--- src/rtl/mem_wb_sequencer_pkg.sv ---
// Shared types and constants for the memory-access / write-back sequencer.
package mem_wb_sequencer_pkg;

   localparam int unsigned RF_ADDR_W = 5;

   typedef enum logic [1:0] {
      IDLE = 2'd0,
      MEM  = 2'd1,
      WB   = 2'd2
   } state_e;

   // Write-back mux encoding: memory read data vs ALU result
   localparam logic WB_SEL_MEM = 1'b1;
   localparam logic WB_SEL_ALU = 1'b0;

   localparam logic [RF_ADDR_W-1:0] REG_ZERO = 5'd0;

endpackage

--- src/rtl/mem_wb_sequencer_timeout_counter.sv ---
// Counts MEM-state wait cycles; expired flags the cycle the limit is reached.
module mem_timeout_counter #(
   parameter int unsigned LIMIT = 16
) (
   input  logic clk,
   input  logic rst,
   input  logic clear,
   input  logic enable,
   output logic expired
);

   localparam int unsigned CNT_W = $clog2(LIMIT + 1);

   logic [CNT_W-1:0] r_count;

   always_ff @(posedge clk) begin
      if (rst || clear) begin
         r_count <= '0;
      end else if (enable && (r_count != CNT_W'(LIMIT))) begin
         r_count <= r_count + CNT_W'(1);
      end
   end

   // This wait cycle is the one that brings the count up to LIMIT
   assign expired = enable && (r_count == CNT_W'(LIMIT - 1));

endmodule

--- src/rtl/mem_wb_sequencer.sv ---
// Memory-access and write-back control for the multi-cycle RISC-V core.
// Optional MEM-state abort on a stalled memory is enabled by MEMWB_TIMEOUT_EN.
module mem_wb_sequencer
   import mem_wb_sequencer_pkg::*;
#(
   parameter int unsigned DATA_W         = 32,
   parameter int unsigned TIMEOUT_CYCLES = 16
) (
   input  logic              clk,
   input  logic              rst,
   input  logic              start,
   input  logic              is_load,
   input  logic              is_store,
   input  logic              reg_write,
   input  logic [4:0]        rd,
   input  logic [DATA_W-1:0] alu_result,
   input  logic [DATA_W-1:0] store_data,
   input  logic              mem_ready,
   input  logic [DATA_W-1:0] mem_rdata,
   output logic              mem_req,
   output logic              mem_we,
   output logic [DATA_W-1:0] mem_addr,
   output logic [DATA_W-1:0] mem_wdata,
   output logic [DATA_W-1:0] read_data,
   output logic              wv_muxcontrol,
   output logic              rf_we,
   output logic [4:0]        rf_waddr,
   output logic              busy,
   output logic              done,
   output logic              err
);

   state_e                r_state, w_state_nxt;
   logic                  r_is_load, w_is_load_nxt;
   logic                  r_is_store, w_is_store_nxt;
   logic                  r_mem_req, w_mem_req_nxt;
   logic                  r_mem_we, w_mem_we_nxt;
   logic [DATA_W-1:0]     r_mem_addr, w_mem_addr_nxt;
   logic [DATA_W-1:0]     r_mem_wdata, w_mem_wdata_nxt;
   logic [DATA_W-1:0]     r_read_data, w_read_data_nxt;
   logic                  r_wb_sel, w_wb_sel_nxt;
   logic                  r_rf_we, w_rf_we_nxt;
   logic [RF_ADDR_W-1:0]  r_rf_waddr, w_rf_waddr_nxt;
   logic                  r_busy, w_busy_nxt;
   logic                  r_done, w_done_nxt;
   logic                  w_store_done;
   logic                  w_tmo_expired;

`ifdef MEMWB_TIMEOUT_EN
   logic r_err;

   mem_timeout_counter #(
      .LIMIT (TIMEOUT_CYCLES)
   ) u_timeout (
      .clk     (clk),
      .rst     (rst),
      .clear   (r_state == IDLE),
      .enable  ((r_state == MEM) && !mem_ready),
      .expired (w_tmo_expired)
   );

   always_ff @(posedge clk) begin
      if (rst) begin
         r_err <= 1'b0;
      end else if (w_tmo_expired) begin
         r_err <= 1'b1;
      end
   end

   assign err = r_err;
`else
   assign w_tmo_expired = 1'b0;
   assign err           = 1'b0;

   // The wait limit has no effect without the timeout counter
   if (TIMEOUT_CYCLES == 0) begin : g_no_timeout
   end
`endif

   // Next-state and next-output logic
   always_comb begin
      w_state_nxt     = r_state;
      w_is_load_nxt   = r_is_load;
      w_is_store_nxt  = r_is_store;
      w_mem_addr_nxt  = r_mem_addr;
      w_mem_wdata_nxt = r_mem_wdata;
      w_read_data_nxt = r_read_data;
      w_rf_waddr_nxt  = r_rf_waddr;
      w_rf_we_nxt     = 1'b0;
      w_done_nxt      = 1'b0;

      case (r_state)
         IDLE: begin
            if (start) begin
               w_is_load_nxt   = is_load;
               w_is_store_nxt  = is_store && !is_load;
               w_mem_addr_nxt  = alu_result;
               w_mem_wdata_nxt = store_data;
               w_rf_waddr_nxt  = rd;
               if (is_load || is_store) begin
                  w_state_nxt = MEM;
               end else if (reg_write) begin
                  w_state_nxt = WB;
                  w_rf_we_nxt = (rd != REG_ZERO);
                  w_done_nxt  = 1'b1;
               end else begin
                  w_done_nxt = 1'b1;
               end
            end
         end
         MEM: begin
            if (mem_ready) begin
               if (r_is_load) begin
                  w_read_data_nxt = mem_rdata;
                  w_state_nxt     = WB;
                  w_rf_we_nxt     = (r_rf_waddr != REG_ZERO);
                  w_done_nxt      = 1'b1;
               end else begin
                  w_state_nxt = IDLE;
               end
            end else if (w_tmo_expired) begin
               w_state_nxt = IDLE;
               w_done_nxt  = 1'b1;
            end
         end
         WB:      w_state_nxt = IDLE;
         default: w_state_nxt = IDLE;
      endcase

      w_busy_nxt    = (w_state_nxt != IDLE);
      w_mem_req_nxt = (w_state_nxt == MEM);
      w_mem_we_nxt  = (w_state_nxt == MEM) && w_is_store_nxt;
      w_wb_sel_nxt  = (w_state_nxt != IDLE) ? w_is_load_nxt : WB_SEL_ALU;
   end

   always_ff @(posedge clk) begin
      if (rst) begin
         r_state     <= IDLE;
         r_is_load   <= 1'b0;
         r_is_store  <= 1'b0;
         r_mem_req   <= 1'b0;
         r_mem_we    <= 1'b0;
         r_mem_addr  <= '0;
         r_mem_wdata <= '0;
         r_read_data <= '0;
         r_wb_sel    <= WB_SEL_ALU;
         r_rf_we     <= 1'b0;
         r_rf_waddr  <= REG_ZERO;
         r_busy      <= 1'b0;
         r_done      <= 1'b0;
      end else begin
         r_state     <= w_state_nxt;
         r_is_load   <= w_is_load_nxt;
         r_is_store  <= w_is_store_nxt;
         r_mem_req   <= w_mem_req_nxt;
         r_mem_we    <= w_mem_we_nxt;
         r_mem_addr  <= w_mem_addr_nxt;
         r_mem_wdata <= w_mem_wdata_nxt;
         r_read_data <= w_read_data_nxt;
         r_wb_sel    <= w_wb_sel_nxt;
         r_rf_we     <= w_rf_we_nxt;
         r_rf_waddr  <= w_rf_waddr_nxt;
         r_busy      <= w_busy_nxt;
         r_done      <= w_done_nxt;
      end
   end

   // A store completes in the same cycle memory accepts it
   assign w_store_done = !rst && (r_state == MEM) && mem_ready && !r_is_load;

   assign mem_req       = r_mem_req;
   assign mem_we        = r_mem_we;
   assign mem_addr      = r_mem_addr;
   assign mem_wdata     = r_mem_wdata;
   assign read_data     = r_read_data;
   assign wv_muxcontrol = r_wb_sel;
   assign rf_we         = r_rf_we;
   assign rf_waddr      = r_rf_waddr;
   assign busy          = r_busy;
   assign done          = r_done || w_store_done;

endmodule
--- config.mk ---
export PLATFORM = sky130hd
export DESIGN_NAME = mem_wb_sequencer
export DESIGN_NICKNAME = d
export VERILOG_FILES = /design/src/rtl/mem_wb_sequencer_pkg.sv /design/src/rtl/mem_wb_sequencer_timeout_counter.sv /design/src/rtl/mem_wb_sequencer.sv
export SDC_FILE = /design/constraint.sdc
export NUM_CORES = 1
export LEC_CHECK = 0
export ABC_AREA = 0
export BUFFER_PORTS_ARGS = -buffer_cell sky130_fd_sc_hd__buf_4
export CAP_MARGIN = 25
export CORE_ASPECT_RATIO = 1.2
export CORE_MARGIN = 5
export CORE_UTILIZATION = 45
export CTS_BUF_LIST = sky130_fd_sc_hd__clkbuf_2
export CTS_CLUSTER_DIAMETER = 40
export DETAILED_ROUTE_END_ITERATION = 7
export GPL_ROUTABILITY_DRIVEN = 0
export PLACE_DENSITY = 0.81
export SYNTH_ARGS = -nofsm -noshare
export SYNTH_HDL_FRONTEND = slang
export SYNTH_SLANG_ARGS = --single-unit
--- constraint.sdc ---
create_clock -name clk -period 1.8 [get_ports clk]
set_input_delay 0.09 -clock clk [delete_from_list [all_inputs] [get_ports clk]]
set_output_delay 0.09 -clock clk [all_outputs]
set_load 0.01 [all_outputs]
==> impl_metrics.py <==
metrics = {
    "status": {
        "status": "finished, final reports clean",
    },
    "setup_path": {
        "critPathRequiredTime_ns": 1.71,
        "crit_path_max_fanout": 3,
        "reg2regPathDepth": 5,
        "crit_arrival_ns": 1.61,
        "crit_path_start_kind": "flip-flop",
        "endpoint_kind": "output port",
        "critPathKind": "flip-flop to output port",
    },
    "timing": {
        "drv_slew": 0,
        "min_period_ns": 1.70,
        "fmax_ghz": 0.589,
        "fin_skew_ns": 0.0507,
        "finalHoldViolCount": 0,
        "setup_ws_ns": 0.101,
        "finalSetupViolCount": 0,
        "fin_crit_sh_pct": 94.4,
    },
    "final_layout": {
        "final_core_util_pct": 80.1,
        "fin_nets": 897,
        "post_route_cells_drive_above_1_share_pct": 30.4,
        "syn_to_final_growth_pct": 75.5,
        "final_area_sq_um": 6790,
    },
    "floorplanning": {
        "die_w_microns": 94.6,
        "start_util_pct": 45.6,
        "row_count": 37,
        "die_h_microns": 112,
        "coreArea_sq_um": 8470,
        "die_area_sq_um": 10600,
        "ios": 216,
    },
    "detailed_routing": {
        "drt_pre_antenna_iters": 4,
        "drt-total-wl_microns": 14200,
        "wl_per_cell_microns": 15.6,
        "drc_errors": 0,
        "ant_nets": 0,
        "dr_total_vias": 4497,
        "vias_per_cell": 4.94,
        "drtIter0Drc": 210,
    },
    "pwr": {
        "p_leak_nw": 3.02,
        "powerDensity_nw_per_um2": 700,
        "peakVddDrop_uv": 487,
    },
    "global_route": {
        "overflow": 0,
        "track_usage_pct": 26.3,
        "grt_pass1_wl_microns": 22200,
        "grt_pass1_vias": 4622,
        "grt_max_degree": 74,
        "antenna_found_initial": 1,
    },
    "cts": {
        "cts_tree": "yes",
        "cts_sinks": 111,
        "cts_buffer_depth": 2,
        "clk_pin_slew_ns": 0.30,
        "numCtsBuffers": 9,
        "cts_max_level": 3,
        "clk_latency_ns": 0.55,
        "cts_root_buf": "clkbuf_2",
    },
    "logic_synthesis": {
        "yosys_warnings": 0,
        "avgSynthCellArea_sq_um": 7.97,
        "syn_area_sq_um": 3870,
        "synth.yosys.seq_area_share_pct": 57.5,
        "synth_cells": 485,
        "syn-num-nets": 593,
        "yosysUniqueCellTypes": 25,
        "ys_ff_latch": 111,
    },
    "placed_design": {
        "portBuffers": 214,
        "placed_cell_area_sq_um": 5550,
        "place_ws_ns": 0.266,
        "hpwl_microns": 8530,
    },
    "min_path": {
        "min_path_type": "primary input to flip-flop",
        "holdPathStages": 4,
    },
    "job": {
        "cap_viol_max_count": 0,
    },
}
==> final timing paths <==
kind,from,slack [ns],end
hold reg to reg,mem_wdata[30],0.47,mem_wdata[30]
setup / recovery,r_state[1],0.10,done
hold / removal,mem_rdata[0],0.28,read_data[0]
setup reg to reg,r_state[1],0.12,mem_addr[9]
==> synth_stat cells <==
| cell | number | share of area (%) |
|---|---|---|
| a211oi_1 | 1 | 0.19 |
| a21oi_1 | 104 | 13 |
| a2bb2oi_1 | 1 | 0.23 |
| and4b_1 | 1 | 0.26 |
| buf_2 | 12 | 1.6 |
| buf_4 | 1 | 0.19 |
| buf_6 | 2 | 0.58 |
| clkbuf_1 | 22 | 2.1 |
| conb_1 | 1 | 0.097 |
| dfxtp_1 | 111 | 57 |
| inv_1 | 4 | 0.39 |
| mux2i_1 | 2 | 0.52 |
| nand2_1 | 204 | 20 |
| nand4b_1 | 1 | 0.23 |
| nor2_1 | 5 | 0.49 |
| nor2b_1 | 1 | 0.16 |
| nor3b_1 | 2 | 0.39 |
| nor4b_1 | 1 | 0.23 |
| o211ai_1 | 1 | 0.19 |
| o21a_1 | 1 | 0.19 |
| o21ai_0 | 2 | 0.26 |
| o31ai_1 | 1 | 0.19 |
| or2_2 | 1 | 0.16 |
| or3b_1 | 1 | 0.23 |
| or4_1 | 2 | 0.39 |
==> flip-flops by register name, indices dropped and copies added, names as in the netlist <==
name,count
r_done,1
busy,1
r_state,2
r_is_load,1
mem_addr,32
rf_we,1
rf_waddr,5
wv_muxcontrol,1
r_is_store,1
mem_wdata,32
mem_req,1
read_data,32
mem_we,1
==> final cells by class <==
type | instances | area (sq um)
diodes | 1 | 2.50
well taps | 117 | 146
inverters | 4 | 15.0
flip-flops and latches | 111 | 2230
clock inverters | 6 | 68.8
repair buffers | 330 | 2800
fillers | 501 | 1690
multi-input cells | 333 | 1480
clock buffers | 9 | 45.0
==> power breakdown <==
part           switching [mW]  internal, mW  leakage (nW)
sequential             0.0706          2.59         0.908
combinational           0.428         0.548          2.04
clock                   0.793         0.326        0.0704
==> cell families (layout without fill, tap and decap cells) <==
logic type	after synthesis	after routing	share of synthesized area (%)
AO/OA/AOI/OAI	111	111	14.7
buffers and inverters	41	349	4.85
flip-flops	111	111	57.5
multiplexers	2	2	0.518
other	1	2	0.0970
AND/OR/NAND/NOR	219	219	22.3
==> stage by stage <==
step / setup TNS, ns / total power, mW / hold slack [ns] / cells
5_1_grt: -0.0200 / 4.97 / 0.215 / 911
2_1_floorplan: 0 / 3.01 / 0.226 / 485
6_report: 0 / 4.75 / 0.285 / 911
3_5_place_dp: 0 / 3.46 / 0.348 / 786
4_1_cts: 0 / 4.75 / 0.232 / 910
3_3_place_gp: 0 / 3.43 / 0.337 / 786
==> cell usage in the layout (no fill, tap or decap) <==
| cell | netlist | final |
|---|---|---|
| clkinv_1 | 0 | 1 |
| nor3b_2 | 0 | 1 |
| or2_4 | 0 | 1 |
| dfxtp_1 | 111 | 110 |
| nor3b_1 | 2 | 1 |
| inv_6 | 0 | 2 |
| dlymetal6s4s_1 | 0 | 1 |
| nand4b_1 | 1 | 1 |
| dfxtp_4 | 0 | 1 |
| or3b_2 | 0 | 1 |
| clkinv_4 | 0 | 2 |
| nor4b_1 | 1 | 1 |
| o21ai_0 | 2 | 2 |
| nor2_1 | 5 | 5 |
| conb_1 | 1 | 1 |
| buf_4 | 1 | 217 |
| or4_1 | 2 | 2 |
| a21oi_1 | 104 | 104 |
| a2bb2oi_1 | 1 | 1 |
| and4b_1 | 1 | 1 |
| clkbuf_2 | 0 | 9 |
| bufinv_16 | 0 | 1 |
| nor2b_1 | 1 | 1 |
| o21a_1 | 1 | 1 |
| dlygate4sd3_1 | 0 | 107 |
| a211oi_1 | 1 | 1 |
| nand2_1 | 204 | 204 |
| o31ai_4 | 0 | 1 |
| inv_1 | 4 | 4 |
| diode_2 | 0 | 1 |
| buf_6 | 2 | 1 |
| o211ai_1 | 1 | 1 |
| mux2i_1 | 2 | 2 |
| buf_12 | 0 | 4 |
==> critical path: stages, from the launching register on <==
cell and delay (ns):
dfxtp_4 0.41, or2_4 0.26, o31ai_4 0.23, buf_6 0.14
==> timing repair <==
action	4_1_cts	5_1_grt
endpoints found under the setup margin	1	2
pin swaps	1	1
buffers inserted	1	0
hold buffers	108	0
endpoints found under the hold margin	111	0
gates resized for setup	3	4
==> per-layer routing <==
layer  up-vias  global-route usage (%)  part of all wire (%)
met1      2072                    27.6                    35
met3        51                    7.50                   9.6
met2       208                    47.1                    52
met4         0                    12.9                   3.8
met5         -                       0                     0
li1       2166                       -                     -
(Power assumes the default switching activity.)
